`src/rtl/fifo_rd_stream_pkg.sv`:
```
// ============================================================================
// Module      : fifo_rd_stream_pkg
// Description : Shared constants and types for the fifo_rd_stream adapter.
// Revision    : 1.0 - initial release
// ============================================================================
`default_nettype none

package fifo_rd_stream_pkg;

    localparam int SKID_DEPTH = 2;
    localparam int OCC_W      = $clog2(SKID_DEPTH + 1);
    localparam int STATS_W    = 16;

    typedef logic [OCC_W-1:0]   occ_t;
    typedef logic [STATS_W-1:0] stat_t;

endpackage : fifo_rd_stream_pkg

`default_nettype wire

```
`src/rtl/fifo_rd_stream.sv`:
```
// ============================================================================
// Module      : fifo_rd_stream
// Description : Read-side adapter for fifo_syn; turns the rd/q handshake into
//               a valid/ready stream through a two-word skid buffer.
//               Optional counters enabled by macro FIFO_RD_STREAM_STATS_EN.
// Revision    : 1.0 - initial release
// ============================================================================
`default_nettype none

module fifo_rd_stream
    import fifo_rd_stream_pkg::*;
#(
    parameter int WIDTH = 8
) (
    input  logic             clk,
    input  logic             rst,
    input  logic             fifo_empty,
    input  logic [WIDTH-1:0] fifo_q,
    output logic             fifo_rd,
    output logic [WIDTH-1:0] out_data,
    output logic             out_valid,
    input  logic             out_ready,
    output logic [OCC_W-1:0] occ
`ifdef FIFO_RD_STREAM_STATS_EN
    ,
    output logic [STATS_W-1:0] xfer_cnt,
    output logic [STATS_W-1:0] stall_cnt
`endif
);

    occ_t             r_occ;
    logic             r_pend;
    logic [WIDTH-1:0] r_b0;
    logic [WIDTH-1:0] r_b1;

    logic             w_valid;
    logic             w_pop;
    logic [OCC_W:0]   w_committed;
    occ_t             w_occ_eff;
    occ_t             w_occ_nxt;

    assign w_valid     = (r_occ != '0);
    assign w_pop       = w_valid & out_ready;
    assign w_committed = {1'b0, r_occ} + {{OCC_W{1'b0}}, r_pend};
    assign w_occ_eff   = r_occ - {{(OCC_W-1){1'b0}}, w_pop};
    assign w_occ_nxt   = w_occ_eff + {{(OCC_W-1){1'b0}}, r_pend};

    // Counting the in-flight word keeps the buffer from ever overflowing; the
    // pop term lets a slot freed this cycle be refilled for full throughput.
    assign fifo_rd = ~rst & ~fifo_empty
                   & ((w_committed < (OCC_W+1)'(SKID_DEPTH)) | w_pop);

    assign out_valid = w_valid;
    assign out_data  = r_b0;
    assign occ       = r_occ;

    always_ff @(posedge clk or posedge rst) begin
        if (rst) begin
            r_occ  <= '0;
            r_pend <= 1'b0;
            r_b0   <= '0;
            r_b1   <= '0;
        end else begin
            r_occ  <= w_occ_nxt;
            r_pend <= fifo_rd;
            if (w_pop) begin
                r_b0 <= r_b1;
            end
            // Arrival lands behind whatever remains after this cycle's pop.
            if (r_pend) begin
                if (w_occ_eff == '0) begin
                    r_b0 <= fifo_q;
                end else begin
                    r_b1 <= fifo_q;
                end
            end
        end
    end

`ifdef FIFO_RD_STREAM_STATS_EN
    stat_t r_xfer_cnt;
    stat_t r_stall_cnt;

    always_ff @(posedge clk or posedge rst) begin
        if (rst) begin
            r_xfer_cnt  <= '0;
            r_stall_cnt <= '0;
        end else begin
            if (w_pop) begin
                r_xfer_cnt <= r_xfer_cnt + 1'b1;
            end
            if (w_valid & ~out_ready) begin
                r_stall_cnt <= r_stall_cnt + 1'b1;
            end
        end
    end

    assign xfer_cnt  = r_xfer_cnt;
    assign stall_cnt = r_stall_cnt;
`endif

endmodule : fifo_rd_stream

`default_nettype wire

```
`config.mk`:
```
export PLATFORM = sky130hd
export DESIGN_NAME = fifo_rd_stream
export DESIGN_NICKNAME = d
export VERILOG_FILES = /design/src/rtl/fifo_rd_stream_pkg.sv /design/src/rtl/fifo_rd_stream.sv
export SDC_FILE = /design/constraint.sdc
export NUM_CORES = 1
export LEC_CHECK = 0
export BUFFER_PORTS_ARGS = -buffer_cell sky130_fd_sc_hd__buf_2
export CORE_UTILIZATION = 44
export CTS_CLUSTER_DIAMETER = 120
export DETAILED_ROUTE_END_ITERATION = 10
export GPL_ROUTABILITY_DRIVEN = 0
export PLACE_DENSITY = 0.84
export SLEW_MARGIN = 20
export SYNTH_ARGS = -nofsm -noshare
export SYNTH_HDL_FRONTEND = slang
export SYNTH_SLANG_ARGS = --single-unit
```
`constraint.sdc`:
```
create_clock -name clk -period 2 [get_ports clk]
set_clock_uncertainty 0.2 [all_clocks]
set_input_delay 0.3 -clock clk [delete_from_list [all_inputs] [get_ports clk]]
set_output_delay 0.3 -clock clk [all_outputs]
set_load 0.02 [all_outputs]
```
# After elaboration in Yosys (flattened, before gate mapping)
# Cells that the tools add are included.
totals:
  register_bits: 19
  word_cells: 21
  in_bits: 12
op_classes:
  n_mux: 3
  n_reduce_logical: 3
  add_sub_neg: 3
  order_cmp: 1
  n_bitwise: 7
ops:
  columns: ["operator", "n"]
  rows:
  - ["$mux 8", 3]
  - ["$add 2x1->3", 1]
  - ["$and 1x1->1", 3]
  - ["$lt 3x2->1 const B", 1]
  - ["$not 1->1", 3]
  - ["$add 2x1->2", 1]
  - ["$logic_not 2->1", 1]
  - ["$reduce_and 2->1", 1]
  - ["$reduce_bool 2->1", 1]
  - ["$sub 2x1->2", 1]
  - ["$or 1x1->1", 1]

# Longest topological paths before layout
depth:
  depth_word: 6
  depth_mapped: 8
  depth_no_buf: 7

# Worst setup path before layout
# Ideal clock, no wire load.
synth_path:
  kind: "register -> register"
  start: "register r_occ[1] (netlist: occ[1])"
  end: "register r_b1[0]"
  path_buffers: 1
  stages_incl_launch_ff: 8
  path_slack_ns: -0.242
  t_arrival_ns: 1.917
  cell_sequence: "dfrtp_1 > buf_6 > o21ai_4 > inv_2 > ha_1 > inv_2 > o21ai_4 > mux2_2"
synth_via:
  elab_chain_len: 6
synth_rtl:
  columns: ["element", "line_no", "text"]
  rows:
  - ["start: declaration", "fifo_rd_stream.sv:31", "occ_t r_occ;"]
  - ["start signal: assignment", "fifo_rd_stream.sv:64", "r_occ <= w_occ_nxt;"]
  - ["$reduce_bool 2->1", "fifo_rd_stream.sv:42", "assign w_valid = (r_occ != '0);"]
  - ["$and 1x1->1", "fifo_rd_stream.sv:43", "assign w_pop = w_valid & out_ready;"]
  - ["$sub 2x1->2 (*)", "fifo_rd_stream.sv:45", "assign w_occ_eff = r_occ - {{(OCC_W-1){1'b0}}, w_pop};"]
  - ["$logic_not 2->1 (*)", "fifo_rd_stream.sv:71", "if (w_occ_eff == '0) begin"]
  - ["$not 1->1 (no line) (*)", null, null]
  - ["$reduce_and 2->1 (no line) (*)", null, null]
  - ["end signal: assignment", "fifo_rd_stream.sv:74", "r_b1 <= fifo_q;"]
  - ["end: declaration", "fifo_rd_stream.sv:34", "logic [WIDTH-1:0] r_b1;"]
# Every way passes the cells marked *; elsewhere a longest branch is shown, timed or not.
# A chain may end at the register's enable or synchronous reset.

# Final worst setup path
layout_path:
  start: "register r_occ[0] (netlist: occ[0])"
  end: "register r_b1[1]"
# The elaborated chain is that of the path after synthesis.

==> summary.txt <==
Pwr
  • Peak supply drop: 0.7943 mV
  • Pwr/cell area: 1551 nW/um2
  • Lkg Pwr: 0.0005360 uW

GRT
  • Largest net degree at the start of global routing: 20
  • Tot GR Track Use: 15.71%
  • Global route total overflow: 0
  • Initial antenna violation count: 0
  • First-pass GRT wire length: 2297 um
  • Vias in the first global route: 543

Hold path
  • Hold path start: fifo_q[7]
  • Worst hold path class: primary input to register
  • Hold Path Depth: 2
  • Hold Path End: r_b1[7]

Worst setup path
  • Element type at the critical path end: register
  • Crit Reg-Reg Startpoint: occ[0]
  • Worst path most repeated cell: o21ai_4
  • Worst path slowest cell: dfrtp_1
  • Worst-path cell chain: o21ai_4, inv_4, ha_4, inv_2, o21ai_4, mux2_2
  • Reg-to-Reg End: r_b1[1]
  • Crit-path max FO: 8
  • Arrival @ worst endpoint: 1.90 ns
  • Req. time, crit path: 1.98 ns
  • Critical path's largest stage delay: 0.42 ns
  • Critical path class: register to register
  • R2R setup slack: 0.08 ns
  • Critical path startpoint category: register
  • R2R cell count: 6

Detailed routing
  • DRC: 0
  • Vias per std cell: 4.818
  • Starting DRT DRC Count: 20
  • Vias: 636
  • Routed len/inst: 11.69 um
  • Post-DRT Antenna Nets: 0
  • DR pass1 iterations: 4
  • Detailed Route WL: 1543 um

Clock tree
  • CTS root buffer: clkbuf_4
  • Number of clock sinks: 19
  • Setup Fix Bufs, Post-CTS: 0
  • Clock Tree Buf Depth: 2
  • CTS tree: yes
  • Worst-Skew Late Latency: 0.28 ns
  • Total CTS buffers: 3
  • Depth of the CTS H-tree: 1
  • Clock slew at reported path FFs: 0.11 ns

Synthesis
  • Synthesized area: 858.3 um2
  • Largest area contributor in the netlist: dfrtp_1
  • Number of flops mapped to enable cells by yosys: 0
  • Syn avg cell area: 11.29 um2
  • Synthesized net count: 90
  • Dominant synthesized flop cell: dfrtp_1
  • Post-synthesis register bit count: 19
  • Mapped Cells: 76
  • Distinct cells, synth: 15
  • Async set or reset register ratio after synthesis: 100.0%
  • Yosys warnings: 0
  • Register area share after synthesis: 55.39%
  • Main area contributors after synthesis: dfrtp_1, mux2_2, nand2_1
  • Top cell type's share of synthesized area: 55.39%

Layout
  • Fin nets: 122
  • Layout cells sized above 1: 44.86%
  • Antenna cells: 0
  • Cell area after layout: 1081 um2
  • Area delta synth->final: 25.95%

Floorplanning
  • Die W: 46.17 um
  • FP Rows: 15
  • Die footprint: 2131 um2
  • Initial core utilization: 48.14%
  • Top Ports: 24
  • Die extent in y: 46.17 um
  • Core area: 1783 um2

Flow run
  • Max-Cap Viols: 0

Outcome
  • Outcome: complete, no violations

Timing
  • Count of final hold-check violations: 0
  • Period Utilization, post-route: 95.91%
  • Hold slack: 0.05781 ns
  • Slew margin rel.: 54.61%
  • Final min period: 1.918 ns
  • Slew Viols, Final: 0
  • Max Fclk: 0.5213 GHz
  • Least-Margin Pin Slew: 0.6801 ns
  • Setup violators final: 0
  • RSZ-0062 raised after global routing: true

Place
  • Cell Area, Placed: 1028 um2
  • Hpwl dp: 1148 um
  • IO buf count: 23
==> logic make-up (layout without fill, tap and decap cells) <==
| logic type | count (synthesis) | after routing | synth area share [%] |
|---|---|---|---|
| simple gates | 28 | 28 | 14.58 |
| flops | 19 | 19 | 55.39 |
| compound gates | 11 | 11 | 10.20 |
| mux | 8 | 8 | 10.50 |
| buf+inv | 6 | 37 | 4.374 |
| fa+ha+maj | 2 | 2 | 2.915 |
| xor+xnor | 2 | 2 | 2.041 |
==> metrics by stage <==
stage | power, uW | TNS, ns | util [%] | setup slack [ns] | std cells
detailed placement | 1507 | 0 | 57.68 | 0.04614 | 126
global route | 1801 | -0.0008842 | 60.63 | -0.0008842 | 132
CTS | 1698 | 0 | 60.35 | 0.03437 | 132
global placement | 1468 | 0 | 57.68 | 0.1030 | 126
floorplan | 1272 | -1.133 | - | -0.1416 | 76
finish | 1676 | 0 | 60.63 | 0.08172 | 132
==> final cells by class <==
class | instances | area [um2]
Tap cell | 25 | 31.28
Inverter | 4 | 17.52
Clock inverter | 1 | 5.005
Sequential cell | 19 | 476.7
Multi-Input combinational cell | 51 | 362.8
Clock buffer | 3 | 22.52
Timing Repair Buffer | 29 | 165.2
Fill cell | 166 | 701.9
==> cell usage after synthesis, types with 2 or more instances <==
master	n
a31oi_1	8
buf_6	2
dfrtp_1	19
ha_1	2
inv_1	2
inv_2	2
mux2_2	8
nand2_1	16
nor2_1	9
o21ai_4	2
xnor2_1	2
==> cells in the final DEF (no fill, tap or decap) <==
| cell type | n |
|---|---|
| a21oi_1 | 1 |
| inv_1 | 2 |
| dlygate4sd3_1 | 2 |
| inv_2 | 1 |
| ha_4 | 1 |
| buf_4 | 4 |
| xnor2_1 | 2 |
| dfrtp_2 | 1 |
| ha_1 | 1 |
| a31oi_1 | 8 |
| dfrtp_1 | 18 |
| or2_2 | 1 |
| clkbuf_4 | 3 |
| mux2_2 | 8 |
| nand2_1 | 16 |
| inv_4 | 1 |
| nand3b_4 | 1 |
| o21ai_4 | 2 |
| nor3_2 | 1 |
| nor2_1 | 9 |
| buf_2 | 23 |
| clkinv_2 | 1 |
==> state kept, by name, indices dropped and copies added, names as in the netlist <==
name	cells
occ	2
out_data	8
r_b1	8
r_pend	1
==> metal layers <==
| metal | up-vias | track usage (%) | part of all wire, % |
|---|---|---|---|
| met4 | 0 | 7.059 | 0.78 |
| li1 | 320 | - | - |
| met2 | 17 | 25.07 | 51 |
| met1 | 297 | 20.88 | 45 |
| met3 | 2 | 2.353 | 3.1 |
| met5 | - | 0 | 0 |
==> report_power, final <==
group	internal [uW]	switching, uW
combinational	366	451
clock	74.2	110
sequential	574	101
total	1010	661
==> worst max-delay path by stage <==
| stage | from | end |
|---|---|---|
| 2_1_floorplan | occ[1] | r_b1[0] |
| 3_3_place_gp | occ[0] | r_b1[1] |
| 3_5_place_dp | occ[0] | r_b1[0] |
| 4_1_cts | occ[0] | r_b1[0] |
| 5_1_grt | occ[0] | r_b1[0] |
| 6_report | occ[0] | r_b1[1] |
==> worst max-delay path, delay by kind of cell, from the launching register on <==
family,cells,cell delay (ns)
compound gates,2,0.43
fa+ha+maj,1,0.28
buf+inv,2,0.10
flops,1,0.42
mux,1,0.38
==> repair_timing <==
action | in CTS | in global routing
resized for setup | 0 | 1
hold buffers | 2 | 0
endpoints found under the hold margin | 20 | 0
endpoints found under the setup margin | 0 | 9
Note: power is estimated with default switching activity, not from simulation.
